**config.mk**
```make
export PLATFORM = sky130hd
export DESIGN_NAME = exe_forwarding_unit
export DESIGN_NICKNAME = d
export VERILOG_FILES = /design/src/rtl/exe_forwarding_unit.sv
export SDC_FILE = /design/constraint.sdc
export NUM_CORES = 1
export LEC_CHECK = 0
export CAP_MARGIN = 10
export CELL_PAD_IN_SITES_DETAIL_PLACEMENT = 1
export CELL_PAD_IN_SITES_GLOBAL_PLACEMENT = 1
export CORE_AREA = 2 2 92 94
export DETAILED_ROUTE_END_ITERATION = 8
export DIE_AREA = 0 0 94 96
export DONT_BUFFER_PORTS = 1
export MAX_ROUTING_LAYER = met4
export PLACE_DENSITY_LB_ADDON = 0.15
export SYNTH_ARGS = -nofsm -noshare
export SYNTH_HDL_FRONTEND = slang
export SYNTH_SLANG_ARGS = --single-unit
```
**constraint.sdc**
```tcl
create_clock -name clk -period 3.5 [get_ports clk]
set_input_delay 0.7 -clock clk [delete_from_list [all_inputs] [get_ports clk]]
set_output_delay 0.7 -clock clk [all_outputs]
set_load 0.01 [all_outputs]
```
**src/rtl/exe_forwarding_unit.sv**
```systemverilog
// EXE-stage operand bypass: captures ID source registers, selects MEM/WB results
// over register-file operands, and counts forwarding events (saturating).
module exe_forwarding_unit #(
  parameter int unsigned REG_W  = 4,
  parameter int unsigned DATA_W = 32,
  parameter int unsigned CNT_W  = 16
) (
  input  logic              clk,
  input  logic              rst_n,
  input  logic              forward_en,
  input  logic              freeze,
  input  logic              flush,
  input  logic [REG_W-1:0]  id_src1,
  input  logic [REG_W-1:0]  id_src2,
  input  logic              id_two_src,
  input  logic              id_valid,
  input  logic [REG_W-1:0]  mem_dest,
  input  logic              mem_wb_en,
  input  logic [DATA_W-1:0] mem_result,
  input  logic [REG_W-1:0]  wb_dest,
  input  logic              wb_wb_en,
  input  logic [DATA_W-1:0] wb_value,
  input  logic [DATA_W-1:0] exe_val_rn,
  input  logic [DATA_W-1:0] exe_val_rm,
  input  logic              clr_count,
  output logic [1:0]        sel_src1,
  output logic [1:0]        sel_src2,
  output logic [DATA_W-1:0] fwd_val1,
  output logic [DATA_W-1:0] fwd_val2,
  output logic [CNT_W-1:0]  fwd_count
);

  localparam logic [1:0] SEL_RF  = 2'b00;
  localparam logic [1:0] SEL_MEM = 2'b01;
  localparam logic [1:0] SEL_WB  = 2'b10;
  localparam logic [CNT_W-1:0] CNT_MAX = '1;

  logic [REG_W-1:0] src1_q;
  logic [REG_W-1:0] src2_q;
  logic             two_src_q;
  logic             valid_q;
  logic             fwd_event;

  // ID/EXE copy of source registers; flush wins over freeze so a wrong-path op never survives a stall
  always_ff @(posedge clk or negedge rst_n) begin
    if (!rst_n) begin
      src1_q    <= '0;
      src2_q    <= '0;
      two_src_q <= 1'b0;
      valid_q   <= 1'b0;
    end else if (flush) begin
      src1_q    <= '0;
      src2_q    <= '0;
      two_src_q <= 1'b0;
      valid_q   <= 1'b0;
    end else if (!freeze) begin
      src1_q    <= id_src1;
      src2_q    <= id_src2;
      two_src_q <= id_two_src;
      valid_q   <= id_valid;
    end
  end

  // Bypass select: MEM is the younger writer, so it beats WB
  always_comb begin
    sel_src1 = SEL_RF;
    sel_src2 = SEL_RF;
    if (forward_en && valid_q) begin
      if (mem_wb_en && (mem_dest == src1_q)) begin
        sel_src1 = SEL_MEM;
      end else if (wb_wb_en && (wb_dest == src1_q)) begin
        sel_src1 = SEL_WB;
      end
      if (two_src_q) begin
        if (mem_wb_en && (mem_dest == src2_q)) begin
          sel_src2 = SEL_MEM;
        end else if (wb_wb_en && (wb_dest == src2_q)) begin
          sel_src2 = SEL_WB;
        end
      end
    end
  end

  always_comb begin
    fwd_val1 = exe_val_rn;
    fwd_val2 = exe_val_rm;
    case (sel_src1)
      SEL_MEM: fwd_val1 = mem_result;
      SEL_WB:  fwd_val1 = wb_value;
      default: fwd_val1 = exe_val_rn;
    endcase
    case (sel_src2)
      SEL_MEM: fwd_val2 = mem_result;
      SEL_WB:  fwd_val2 = wb_value;
      default: fwd_val2 = exe_val_rm;
    endcase
  end

  assign fwd_event = valid_q && ((sel_src1 != SEL_RF) || (sel_src2 != SEL_RF));

  // One count per forwarding cycle regardless of how many operands bypassed
  always_ff @(posedge clk or negedge rst_n) begin
    if (!rst_n) begin
      fwd_count <= '0;
    end else if (clr_count) begin
      fwd_count <= '0;
    end else if (!freeze && fwd_event && (fwd_count != CNT_MAX)) begin
      fwd_count <= fwd_count + CNT_W'(1);
    end
  end

endmodule

```
==> results.sh <==
export IMPL_synthesis_nets=554
export IMPL_fin_crit_ns=3.338
export IMPL_grtUsageTotal=0.2268
export IMPL_async_reset_ff_frac=1.000
export IMPL_slew_viol_final=0
export IMPL_synth_ff_type="dfrtp_1"
export IMPL_area_growth_pct=18.83
export IMPL_intPower_mw=0.5275
export IMPL_cts_hold_buf=0
export IMPL_hold_viol_final=0
export IMPL_syn_cell_area_mm2=0.002790
export IMPL_top_layer="met4"
export IMPL_hpwl_um=8894
export IMPL_crit_fanout=64
export IMPL_critPathTopFamily="simple AND/OR/NAND/NOR gates"
export IMPL_clk_pin_slew_ns=0.10
export IMPL_worst_pin_slew_ns=0.5668
export IMPL_h_tree_depth=1
export IMPL_met3_length_um=927
export IMPL_clockPowerShare=0.363
export IMPL_synthDistinctLibCells=37
export IMPL_p_total_mw=0.7146
export IMPL_gp_congestion=0.7765
export IMPL_drt_iter0_drc=108
export IMPL_avgRoutedWirePerCell_um=21.45
export IMPL_leakage_nw=1.302
export IMPL_grt_pass1_vias=2974
export IMPL_clock_path_buffers=2
export IMPL_dieArea_mm2=0.009024
export IMPL_max_slew_margin=0.6187
export IMPL_synth_edf_count=0
export IMPL_place_area_mm2=0.003226
export IMPL_synth_area_per_cell_um2=7.100
export IMPL_cts_root_buffer="clkbuf_8"
export IMPL_power_density_mw_per_mm2=215.5
export IMPL_ys_top_cells_by_area="dfrtp_1, a22oi_1, a21oi_1, nor2_1, o21ai_0"
export IMPL_yosys_area_top_type="dfrtp_1"
export IMPL_numCtsBuffers=3
export IMPL_start_kind="register"
export IMPL_rsz0062_at_grt="false"
export IMPL_fill_cells=1044
export IMPL_cts_sink_count=26
export IMPL_cp_data_arrival_time_ns=2.64
export IMPL_end_kind="output port"
export IMPL_first_pass_iters=4
export IMPL_p_sw_mw=0.1870
export IMPL_finClkSkew_ns=0.01212
export IMPL_drv_cap=0
export IMPL_fin_setup_tns_ns=0
export IMPL_synth_seq_area_share=0.2332
export IMPL_max_freq_mhz=299.6
export IMPL_nets=577
export IMPL_setup_violations=0
export IMPL_hold_class="in -> async"
export IMPL_antenna_found_initial=0
export IMPL_totalWireLength_um=11160
export IMPL_yosysWarnings=0
export IMPL_wl_met2_um=5832
export IMPL_port_buffers=0
export IMPL_min_period_over_period=0.9538
export IMPL_crit_path_cell_trace="xor2_1 > nor4_2 > or4_1 > ha_1 > buf_12 > o21ai_0 > buf_4"
export IMPL_ys_ff_latch=26
export IMPL_grt_pass1_wl_um=15720
export IMPL_crit_buf_inv=2
export IMPL_route_detailed_drc=0
export IMPL_power_frac_seq=0.441
export IMPL_die_w_um=94
export IMPL_cp_required_ns=2.80
export IMPL_antenna_cells=0
export IMPL_synth_common_cells="a22oi_1, nor2_1, nand2_1, a21oi_1, o21ai_0"
export IMPL_routed_via_count=3214
export IMPL_slowest_stage="or4_1"
export IMPL_core_mm2=0.008051
export IMPL_synth_top_cell_area_share=0.2332
export IMPL_io_pins=238
export IMPL_drive_gt1_frac=0.1614
export IMPL_max_stage_delay_ns=0.57
export IMPL_synth_most_common_cell="a22oi_1"
export IMPL_vdd_ir_drop_max_mv=0.3083
export IMPL_cts_tree="built"
export IMPL_final_area_mm2=0.003316
export IMPL_die_h_um=96
export IMPL_ant_nets=0
export IMPL_initial_utilization=0.3465
export IMPL_avgViaCountPerCell=6.181
export IMPL_clk_latency_ns=0.29
export IMPL_pwr_share_comb=0.197
export IMPL_wirelength_met1_um=4230
export IMPL_status="finished, final reports clean"
export IMPL_globalRouteOverflowTotal=0
export IMPL_row_count=33
export IMPL_switching_share=0.2617
export IMPL_grt_max_degree=65
export IMPL_syn_instance_count=393
export IMPL_worst_setup_path_type="reg -> out"
power groups by stage:
stage	Sequential [mW]	Clock [mW]	Combinational, mW
floorplan	0.319	0	0.0948
global placement	0.321	0	0.136
detailed placement	0.321	0	0.139
CTS	0.315	0.264	0.139
global route	0.316	0.271	0.156
finish	0.315	0.259	0.141
cell usage in the layout, fill, tap and decap left out, drive strengths merged:
| cell | count |
|---|---|
| o31a | 1 |
| and3 | 7 |
| dfrtp | 26 |
| o41ai | 1 |
| nand3 | 7 |
| or4 | 5 |
| o211ai | 1 |
| bufinv | 1 |
| and4 | 1 |
| nor2 | 49 |
| nand2 | 45 |
| inv | 2 |
| nor2b | 5 |
| o21a | 1 |
| o311ai | 1 |
| or2 | 2 |
| mux2 | 4 |
| a31oi | 1 |
| buf | 50 |
| and2 | 1 |
| clkbuf | 3 |
| a21oi | 40 |
| mux2i | 11 |
| xor2 | 8 |
| o31ai | 4 |
| or4b | 1 |
| nor3 | 4 |
| nand4 | 8 |
| ha | 7 |
| or3 | 3 |
| xnor2 | 8 |
| a22oi | 64 |
| o21ai | 36 |
| nor4 | 7 |
logic make-up after synthesis:
logic type | share of synthesized area
buf+inv | 0.04709
compound gates | 0.3363
simple gates | 0.2462
fa+ha+maj | 0.03139
mux | 0.05561
flops | 0.2332
xor+xnor | 0.05023
worst paths after layout:
check	start	to	slack, ns	cells after the start
min	rst_n	fwd_count[9]	0.09	0
min reg2reg	two_src_q	two_src_q	0.60	2
min in group clk	clr_count	fwd_count[5]	0.46	1
max	src1_q[3]	fwd_val1[13]	0.16	7
max in group asynchronous	rst_n	valid_q	3.32	0
max reg2reg	src1_q[3]	fwd_count[6]	0.62	8
state kept, by name (all words and copies together), names as in the netlist:
name / cells
valid_q: 1
two_src_q: 1
src1_q: 4
src2_q: 4
fwd_count: 16
final cells by class:
cell class              count  area (um^2)  area share
clock inverters             1        30.03    0.009057
repair buffers             50        425.4      0.1283
well taps                 105        131.4     0.03962
inverters                   2        7.507    0.002264
multi-input cells         333         2029      0.6121
clock buffers               3        41.29     0.01245
flip-flops and latches     26        650.6      0.1962
metrics by stage:
| step | hold WS, ns | worst slack (ns) | std cells | util |
|---|---|---|---|---|
| floorplan | 0.4044 | 0.2390 | 393 | - |
| global placement | 0.4049 | 0.1469 | 516 | 0.4006 |
| detailed placement | 0.4049 | 0.1318 | 516 | 0.4006 |
| CTS | 0.08398 | 0.07568 | 520 | 0.4095 |
| global route | 0.07593 | 0.01496 | 520 | 0.4118 |
| finish | 0.09010 | 0.1618 | 520 | 0.4118 |
layer usage:
layer,GRT usage,up-vias
met1,0.2659,1559
met4,0.05797,0
met2,0.3929,136
met5,-,-
met3,0.05403,15
li1,-,1504
timing repair:
action / in CTS / in global routing
gates resized for setup: 0 / 4
buffers inserted: 0 / 0
setup endpoints to repair: 0 / 22
(Power assumes the default switching activity.)
